$ cat config.mk
export PLATFORM = sky130hd
export DESIGN_NAME = inv_last_round
export DESIGN_NICKNAME = d
export VERILOG_FILES = /design/src/rtl/inv_last_round.sv
export SDC_FILE = /design/constraint.sdc
export NUM_CORES = 2
export LEC_CHECK = 0
export ABC_AREA = 1
export BUFFER_PORTS_ARGS = -buffer_cell sky130_fd_sc_hd__buf_2
export CORE_MARGIN = 10
export CORE_UTILIZATION = 30
export CTS_BUF_LIST = sky130_fd_sc_hd__clkbuf_16
export DETAILED_ROUTE_END_ITERATION = 6
export HOLD_SLACK_MARGIN = 0.02
export PLACE_DENSITY_LB_ADDON = 0.15
export SKIP_CTS_REPAIR_TIMING = 1
export SLEW_MARGIN = 20
export SYNTH_ARGS = -nofsm -noshare
export SYNTH_HDL_FRONTEND = slang
export SYNTH_SLANG_ARGS = --single-unit
export TNS_END_PERCENT = 20
$ cat constraint.sdc
create_clock -name clk -period 3.52 [get_ports clk]
set_clock_uncertainty 0.15 [all_clocks]
set_input_delay 1.056 -clock clk [delete_from_list [all_inputs] [get_ports clk]]
set_output_delay 1.056 -clock clk [all_outputs]
set_load 0.02 [all_outputs]
$ cat src/rtl/inv_last_round.sv
// Inverse of the modified-AES final round: X = InvSubBytes(ModSub(InvShiftRows(C ^ K_last), K_mod)).
// One column of inverse S-boxes per cycle; valid/ready handshake on both sides.
module inv_last_round (
    input  logic         clk,
    input  logic         rst,
    input  logic         in_valid,
    output logic         in_ready,
    input  logic [127:0] in_data,
    input  logic [127:0] key_last,
    input  logic [127:0] key_mod,
    output logic         out_valid,
    input  logic         out_ready,
    output logic [127:0] out_data
);

    localparam int unsigned DATA_W = 128;
    localparam int unsigned COL_W  = 32;

    localparam logic [2047:0] INV_SBOX = {
        8'h52, 8'h09, 8'h6a, 8'hd5, 8'h30, 8'h36, 8'ha5, 8'h38, 8'hbf, 8'h40, 8'ha3, 8'h9e, 8'h81, 8'hf3, 8'hd7, 8'hfb,
        8'h7c, 8'he3, 8'h39, 8'h82, 8'h9b, 8'h2f, 8'hff, 8'h87, 8'h34, 8'h8e, 8'h43, 8'h44, 8'hc4, 8'hde, 8'he9, 8'hcb,
        8'h54, 8'h7b, 8'h94, 8'h32, 8'ha6, 8'hc2, 8'h23, 8'h3d, 8'hee, 8'h4c, 8'h95, 8'h0b, 8'h42, 8'hfa, 8'hc3, 8'h4e,
        8'h08, 8'h2e, 8'ha1, 8'h66, 8'h28, 8'hd9, 8'h24, 8'hb2, 8'h76, 8'h5b, 8'ha2, 8'h49, 8'h6d, 8'h8b, 8'hd1, 8'h25,
        8'h72, 8'hf8, 8'hf6, 8'h64, 8'h86, 8'h68, 8'h98, 8'h16, 8'hd4, 8'ha4, 8'h5c, 8'hcc, 8'h5d, 8'h65, 8'hb6, 8'h92,
        8'h6c, 8'h70, 8'h48, 8'h50, 8'hfd, 8'hed, 8'hb9, 8'hda, 8'h5e, 8'h15, 8'h46, 8'h57, 8'ha7, 8'h8d, 8'h9d, 8'h84,
        8'h90, 8'hd8, 8'hab, 8'h00, 8'h8c, 8'hbc, 8'hd3, 8'h0a, 8'hf7, 8'he4, 8'h58, 8'h05, 8'hb8, 8'hb3, 8'h45, 8'h06,
        8'hd0, 8'h2c, 8'h1e, 8'h8f, 8'hca, 8'h3f, 8'h0f, 8'h02, 8'hc1, 8'haf, 8'hbd, 8'h03, 8'h01, 8'h13, 8'h8a, 8'h6b,
        8'h3a, 8'h91, 8'h11, 8'h41, 8'h4f, 8'h67, 8'hdc, 8'hea, 8'h97, 8'hf2, 8'hcf, 8'hce, 8'hf0, 8'hb4, 8'he6, 8'h73,
        8'h96, 8'hac, 8'h74, 8'h22, 8'he7, 8'had, 8'h35, 8'h85, 8'he2, 8'hf9, 8'h37, 8'he8, 8'h1c, 8'h75, 8'hdf, 8'h6e,
        8'h47, 8'hf1, 8'h1a, 8'h71, 8'h1d, 8'h29, 8'hc5, 8'h89, 8'h6f, 8'hb7, 8'h62, 8'h0e, 8'haa, 8'h18, 8'hbe, 8'h1b,
        8'hfc, 8'h56, 8'h3e, 8'h4b, 8'hc6, 8'hd2, 8'h79, 8'h20, 8'h9a, 8'hdb, 8'hc0, 8'hfe, 8'h78, 8'hcd, 8'h5a, 8'hf4,
        8'h1f, 8'hdd, 8'ha8, 8'h33, 8'h88, 8'h07, 8'hc7, 8'h31, 8'hb1, 8'h12, 8'h10, 8'h59, 8'h27, 8'h80, 8'hec, 8'h5f,
        8'h60, 8'h51, 8'h7f, 8'ha9, 8'h19, 8'hb5, 8'h4a, 8'h0d, 8'h2d, 8'he5, 8'h7a, 8'h9f, 8'h93, 8'hc9, 8'h9c, 8'hef,
        8'ha0, 8'he0, 8'h3b, 8'h4d, 8'hae, 8'h2a, 8'hf5, 8'hb0, 8'hc8, 8'heb, 8'hbb, 8'h3c, 8'h83, 8'h53, 8'h99, 8'h61,
        8'h17, 8'h2b, 8'h04, 8'h7e, 8'hba, 8'h77, 8'hd6, 8'h26, 8'he1, 8'h69, 8'h14, 8'h63, 8'h55, 8'h21, 8'h0c, 8'h7d
    };

    // Entry 0 sits in the top byte, so index by the inverted value.
    function automatic logic [7:0] inv_sbox(input logic [7:0] x);
        return INV_SBOX[{~x, 3'b000} +: 8];
    endfunction

    typedef enum logic [1:0] {
        IDLE = 2'd0,
        SUB  = 2'd1,
        ISB  = 2'd2,
        OUT  = 2'd3
    } state_t;

    state_t              state_q, state_d;
    logic [1:0]          col_q, col_d;
    logic [DATA_W-1:0]   st_q, st_d;
    logic [DATA_W-1:0]   km_q, km_d;
    logic                in_ready_q, in_ready_d;
    logic                out_valid_q, out_valid_d;

    logic [DATA_W-1:0]   xk;
    logic [6:0]          col_lsb;
    logic [COL_W-1:0]    col_w;
    logic [COL_W-1:0]    new_w;

    always_ff @(posedge clk) begin
        if (rst) begin
            state_q     <= IDLE;
            col_q       <= 2'd0;
            st_q        <= '0;
            km_q        <= '0;
            in_ready_q  <= 1'b1;
            out_valid_q <= 1'b0;
        end else begin
            state_q     <= state_d;
            col_q       <= col_d;
            st_q        <= st_d;
            km_q        <= km_d;
            in_ready_q  <= in_ready_d;
            out_valid_q <= out_valid_d;
        end
    end

    always_comb begin
        state_d = state_q;
        col_d   = col_q;
        st_d    = st_q;
        km_d    = km_q;
        xk      = in_data ^ key_last;
        // Column 0 occupies the most significant 32 bits.
        col_lsb = {~col_q, 5'd0};
        col_w   = st_q[col_lsb +: COL_W];
        new_w   = '0;

        case (state_q)
            IDLE: begin
                if (in_valid) begin
                    for (int c = 0; c < 4; c++) begin
                        for (int r = 0; r < 4; r++) begin
                            st_d[127 - 8*(r + 4*c) -: 8] = xk[127 - 8*(r + 4*((c - r + 4) % 4)) -: 8];
                        end
                    end
                    km_d    = key_mod;
                    state_d = SUB;
                end
            end
            SUB: begin
                for (int i = 0; i < 16; i++) begin
                    st_d[8*i +: 8] = st_q[8*i +: 8] - km_q[8*i +: 8];
                end
                col_d   = 2'd0;
                state_d = ISB;
            end
            ISB: begin
                for (int r = 0; r < 4; r++) begin
                    new_w[31 - 8*r -: 8] = inv_sbox(col_w[31 - 8*r -: 8]);
                end
                st_d[col_lsb +: COL_W] = new_w;
                col_d = col_q + 2'd1;
                if (col_q == 2'd3) begin
                    state_d = OUT;
                end
            end
            OUT: begin
                if (out_ready) begin
                    state_d = IDLE;
                end
            end
            default: begin
                state_d = IDLE;
            end
        endcase

        in_ready_d  = (state_d == IDLE);
        out_valid_d = (state_d == OUT);
    end

    assign in_ready  = in_ready_q;
    assign out_valid = out_valid_q;
    assign out_data  = st_q;

endmodule

After elaboration in Yosys (flattened, before gate mapping). Index checks and enable logic that the tools add are counted.

Flip-flop bits (word level): 262. Input port bits: 388. Output and inout bits: 130.

Add/sub/neg operators: 18. Eq/ne operators: 6. Shift operators: 7. Muxes and demuxes: 8. Bitwise gates (word level): 6. Reduce and logical (&&, ||, !) cells: 6.

Operator list (count): $shiftx A2048 B12 Y8 const A (4); $pmux W128 S3 (1); $bwmux W128 (1); $mux W128 (1); $shift A32 B9 Y128 const A (1); $shiftx A128 B8 Y32 (1); $shiftx A32 B9 Y128 (1); $sub A8 B8 Y8 (16); $xor A128 B128 Y128 (1); $not A8 Y8 (4); $neg A7 Y9 (1); $eq A2 B2 Y1 const B (4); $pmux W2 S4 (1); $mux W2 (3); $logic_not A2 Y1 (2); $pmux W2 S2 (1); $reduce_and A2 Y1 (2); $reduce_bool A3 Y1 (1); $add A2 B1 Y2 const B (1); $eq A2 B1 Y1 const B (1); $ne A2 B2 Y1 const B (1); $not A2 Y2 (1); $reduce_bool A2 Y1 (1).

Longest topological paths before layout.
Depth in word-level cells: 7. Depth in mapped cells: 26. Depth with buffers taken out: 24.

Least setup slack after synthesis. Ideal clock, no wire load.

Kind: register to register. From: register col_q[0]. To: register st_q[101] (netlist: out_data[101]). Data arrival time: 2911 ps. Required time: 3242 ps. Path slack: 331 ps. Stages on the path, launching flop included: 24. Cells stage by stage: dfxtp_1 > buf_2 > buf_6 > nand2_1 > nand3_1 > nand2_1 > ha_1 > nor2_1 > inv_1 > nand2_1 > clkbuf_1 > nand3_1 > nand3_1 > nand3_1 > nand3_1 > nand3_1 > nand2_1 > nor2_1 > nand3_1 > nand2_1 > nand2_1 > nand2_1 > nand2_1 > a21oi_1.

Cells in the longest elaborated chain, start to end: 7.

Ends and longest elaborated chain: start, declared (line 51) `logic [1:0] col_q, col_d;`; start signal, assigned (line 72) `col_q <= col_d;`; $not A2 Y2 (*) (line 87) `col_lsb = {~col_q, 5'd0};`; $shiftx A128 B8 Y32 (line 88) `col_w = st_q[col_lsb +: COL_W];`; $not A8 Y8 (line 40) `return INV_SBOX[{~x, 3'b000} +: 8];`; $shiftx A2048 B12 Y8 (line 40); $shiftx A32 B9 Y128 (line 114) `st_d[col_lsb +: COL_W] = new_w;`; $bwmux W128 (*) (line 114); $pmux W128 S3 (*) (line 91) `case (state_q)`; end signal, assigned (line 73) `st_q <= st_d;`; end, declared (line 52) `logic [DATA_W-1:0] st_q, st_d;`.

Every way passes the cells marked *; elsewhere a longest branch is shown, timed or not. A chain may end at the register's enable or synchronous reset.

Worst setup path after layout.
From: register col_q[0]. To: register st_q[52] (netlist: out_data[52]).

Same word-level chain as after synthesis.

==> flow_summary.json <==
{
  "syn_nets": 6495,
  "numCtsBuffers": 39,
  "hold_viol": 0,
  "track_usage_pct": 36.6,
  "die_h_um": 351,
  "slew_headroom_pct": 27.8,
  "leakagePower_nw": 24.7,
  "drv_slew": 0,
  "setup_viol": 105,
  "syn2layout_area_growth_pct": 50.2,
  "cts_buffer_depth": 3,
  "avgSynthCellArea_um2": 5.55,
  "synthArstFlopShare_pct": 0,
  "drc": 0,
  "final_layout_size_suffix_gt1_share_pct": 31.1,
  "rsz0062_at_grt": "yes",
  "grt_pass1_vias": 45500,
  "fin_ws_ns": -0.239,
  "vias": 48200,
  "root_buffer": "clkbuf_16",
  "grt_pass1_wl_um": 331000,
  "hold_depth": 2,
  "final_antenna_net_count": 0,
  "slowest_delay_ns": 0.38,
  "fillCellCount": 12000,
  "fp.dieW_um": 351,
  "rows": 121,
  "finish.instance_area_um2": 49300,
  "cp-end-kind": "flip-flop",
  "worstPathArrival_ns": 4.16,
  "clock-sinks": 262,
  "globalRoute.totalOverflow": 0,
  "synth-seq-cells": 262,
  "clk_pin_slew_worst_paths_ns": 0.06,
  "start_util_pct": 30.2,
  "cpMostUsedCell": "nand2_1",
  "cp_max_fo": 11,
  "synth_top_area_cell": "nand2_1",
  "r2r_end": "out_data[52]$_SDFFE_PP0P_",
  "firstDrtPassIters": 6,
  "htreeDepth": 2,
  "yosysWarnings": 0,
  "fin_crit_sh_pct": 107,
  "cts_tree": "yes",
  "io_buffers": 517,
  "hp-class": "flip-flop to flip-flop",
  "fin_nets": 7872,
  "fin_total_pwr_mw": 25.9,
  "io_pins": 518,
  "timing.fmax_mhz": 266,
  "wl_um": 238000,
  "r2r-start": "col_q[0]$_SDFFE_PP0N_",
  "hp-start": "km_q[98]$_SDFFE_PP0P_",
  "tightest_slew_ns": 1.08,
  "synth_area_leaders": "nand2_1 (20%), nand3_1 (19%), dfxtp_1 (16%), ha_1 (6.7%), a21oi_1 (6.7%)",
  "wl_per_cell_um": 27.2,
  "layout_min_cycle_time_ns": 3.76,
  "avgViaCountPerCell": 5.51,
  "grt_max_degree": 124,
  "gp_congestion": 1.12,
  "dieArea_um2": 123000,
  "drtIter0Drc": 5252,
  "synth_seq_area_share_pct": 16.0,
  "powerDensity_nw_per_um2": 526,
  "post_dp_cell_area_um2": 45400,
  "r2r_slack_ns": -0.24,
  "violations": "setup timing",
  "coreArea_um2": 109000,
  "syn_area_um2": 32800,
  "r2r_cells": 26,
  "antenna_found_initial": 3,
  "synth.distinct_cells": 44,
  "synth_ff_type": "dfxtp_1",
  "worstSetupPathType": "flip-flop to flip-flop",
  "insertion_delay_ns": 0.66,
  "synth_edf_count": 0,
  "holdPathEnd": "km_q[98]$_SDFFE_PP0P_",
  "synthTopCellsByCount": "nand2_1 (1766), nand3_1 (1268), inv_1 (470)",
  "synth_most_common_cell": "nand2_1",
  "dp_hpwl_um": 194000,
  "synth.top_cell.area_share_pct": 20.2,
  "worstPathRequired_ns": 3.92,
  "startpoint_type": "flip-flop",
  "irDropWorstVdd_uv": 361,
  "outcome": "complete, but fails checks",
  "crit_slowest_cell": "dfxtp_4",
  "cap_violations": 0,
  "netlist_instances": 5915
}
-- cells by family (layout without fill, tap and decap cells) --
family | Yosys count | count (layout) | share of synthesized area [%]
buffers and inverters | 887 | 2294 | 11.4
AO/OA/AOI/OAI | 934 | 934 | 14.7
AND/OR/NAND/NOR | 3487 | 3487 | 46.1
adder cells (fa/ha/maj) | 192 | 192 | 7.69
other | 0 | 3 | 0
XOR/XNOR | 153 | 153 | 4.09
flip-flops | 262 | 262 | 16.0
-- layer usage --
metal  up-vias  track usage [%]  wire (um)
met1     22500             46.4      95400
met4         2             18.5      15400
met3       621             9.15      23700
li1      22300                -          -
met5         -                0         13
met2      2693             57.2     103000
-- power by group --
group	internal, mW	switching (mW)	total [mW]
Combinational	6.98	11.2	18.2
Sequential	3.34	0.404	3.74
Clock	2.17	1.77	3.94
Total	12.5	13.4	25.9
-- sequential cells by signal, indices dropped and copies added (netlist names) --
name and flops:
out_valid 1, km_q 128, out_data 128, in_ready 1, col_q 2, state_q 2
-- placed cells by master (no fill, tap or decap), types with 150 or more instances in the layout --
cell type / count
ha_1: 150
nand2_1: 1637
buf_4: 1053
nand3_1: 1120
inv_1: 461
dfxtp_1: 260
a21oi_1: 423
nor2_1: 282
o21ai_0: 371
buf_2: 517
-- through the flow --
stage	cells	setup TNS [ns]	setup WS (ns)	utilization (%)	hold slack [ns]
final	8739	-11.57	-0.239	45.3	0.304
after global placement	8625	-46.54	-0.919	41.7	0.295
after detailed placement	8625	-44.51	-0.875	41.7	0.301
after global routing	8736	-24.40	-0.345	45.3	0.328
after floorplan	5915	0	0.331	-	0.283
after CTS	8696	-52.86	-0.946	42.8	0.308
-- critical path: cells and delay by family, from the launching register on --
kind / cells / cell delay (ns)
AND/OR/NAND/NOR: 16 / 1.65
buffers and inverters: 7 / 1.01
flip-flops: 1 / 0.38
AO/OA/AOI/OAI: 2 / 0.26
adder cells (fa/ha/maj): 1 / 0.20
-- final cells by class --
type	count	area, um2	area share [%]
sequential	262	5250	10.7
multi-input combinational	4766	25800	52.4
clock inverter	32	220	0.447
antenna	3	7.51	0.0152
clock buffer	39	976	1.98
tap	1414	1770	3.59
inverter	491	1870	3.79
timing repair buffer	1732	13400	27.1
-- worst max-delay path by stage --
stage / startpoint / to / slack, ns / cells after the start
2_1_floorplan: col_q[0]$_SDFFE_PP0N_ / out_data[101]$_SDFFE_PP0P_ / 0.33 / 23
3_3_place_gp: col_q[0]$_SDFFE_PP0N_ / out_data[105]$_SDFFE_PP0P_ / -0.92 / 25
3_5_place_dp: col_q[0]$_SDFFE_PP0N_ / out_data[105]$_SDFFE_PP0P_ / -0.87 / 25
4_1_cts: col_q[0]$_SDFFE_PP0N_ / out_data[105]$_SDFFE_PP0P_ / -0.95 / 25
5_1_grt: col_q[0]$_SDFFE_PP0N_ / out_data[109]$_SDFFE_PP0P_ / -0.34 / 24
6_report: col_q[0]$_SDFFE_PP0N_ / out_data[52]$_SDFFE_PP0P_ / -0.24 / 26
No activity file was read; power rests on OpenSTA's default activity.
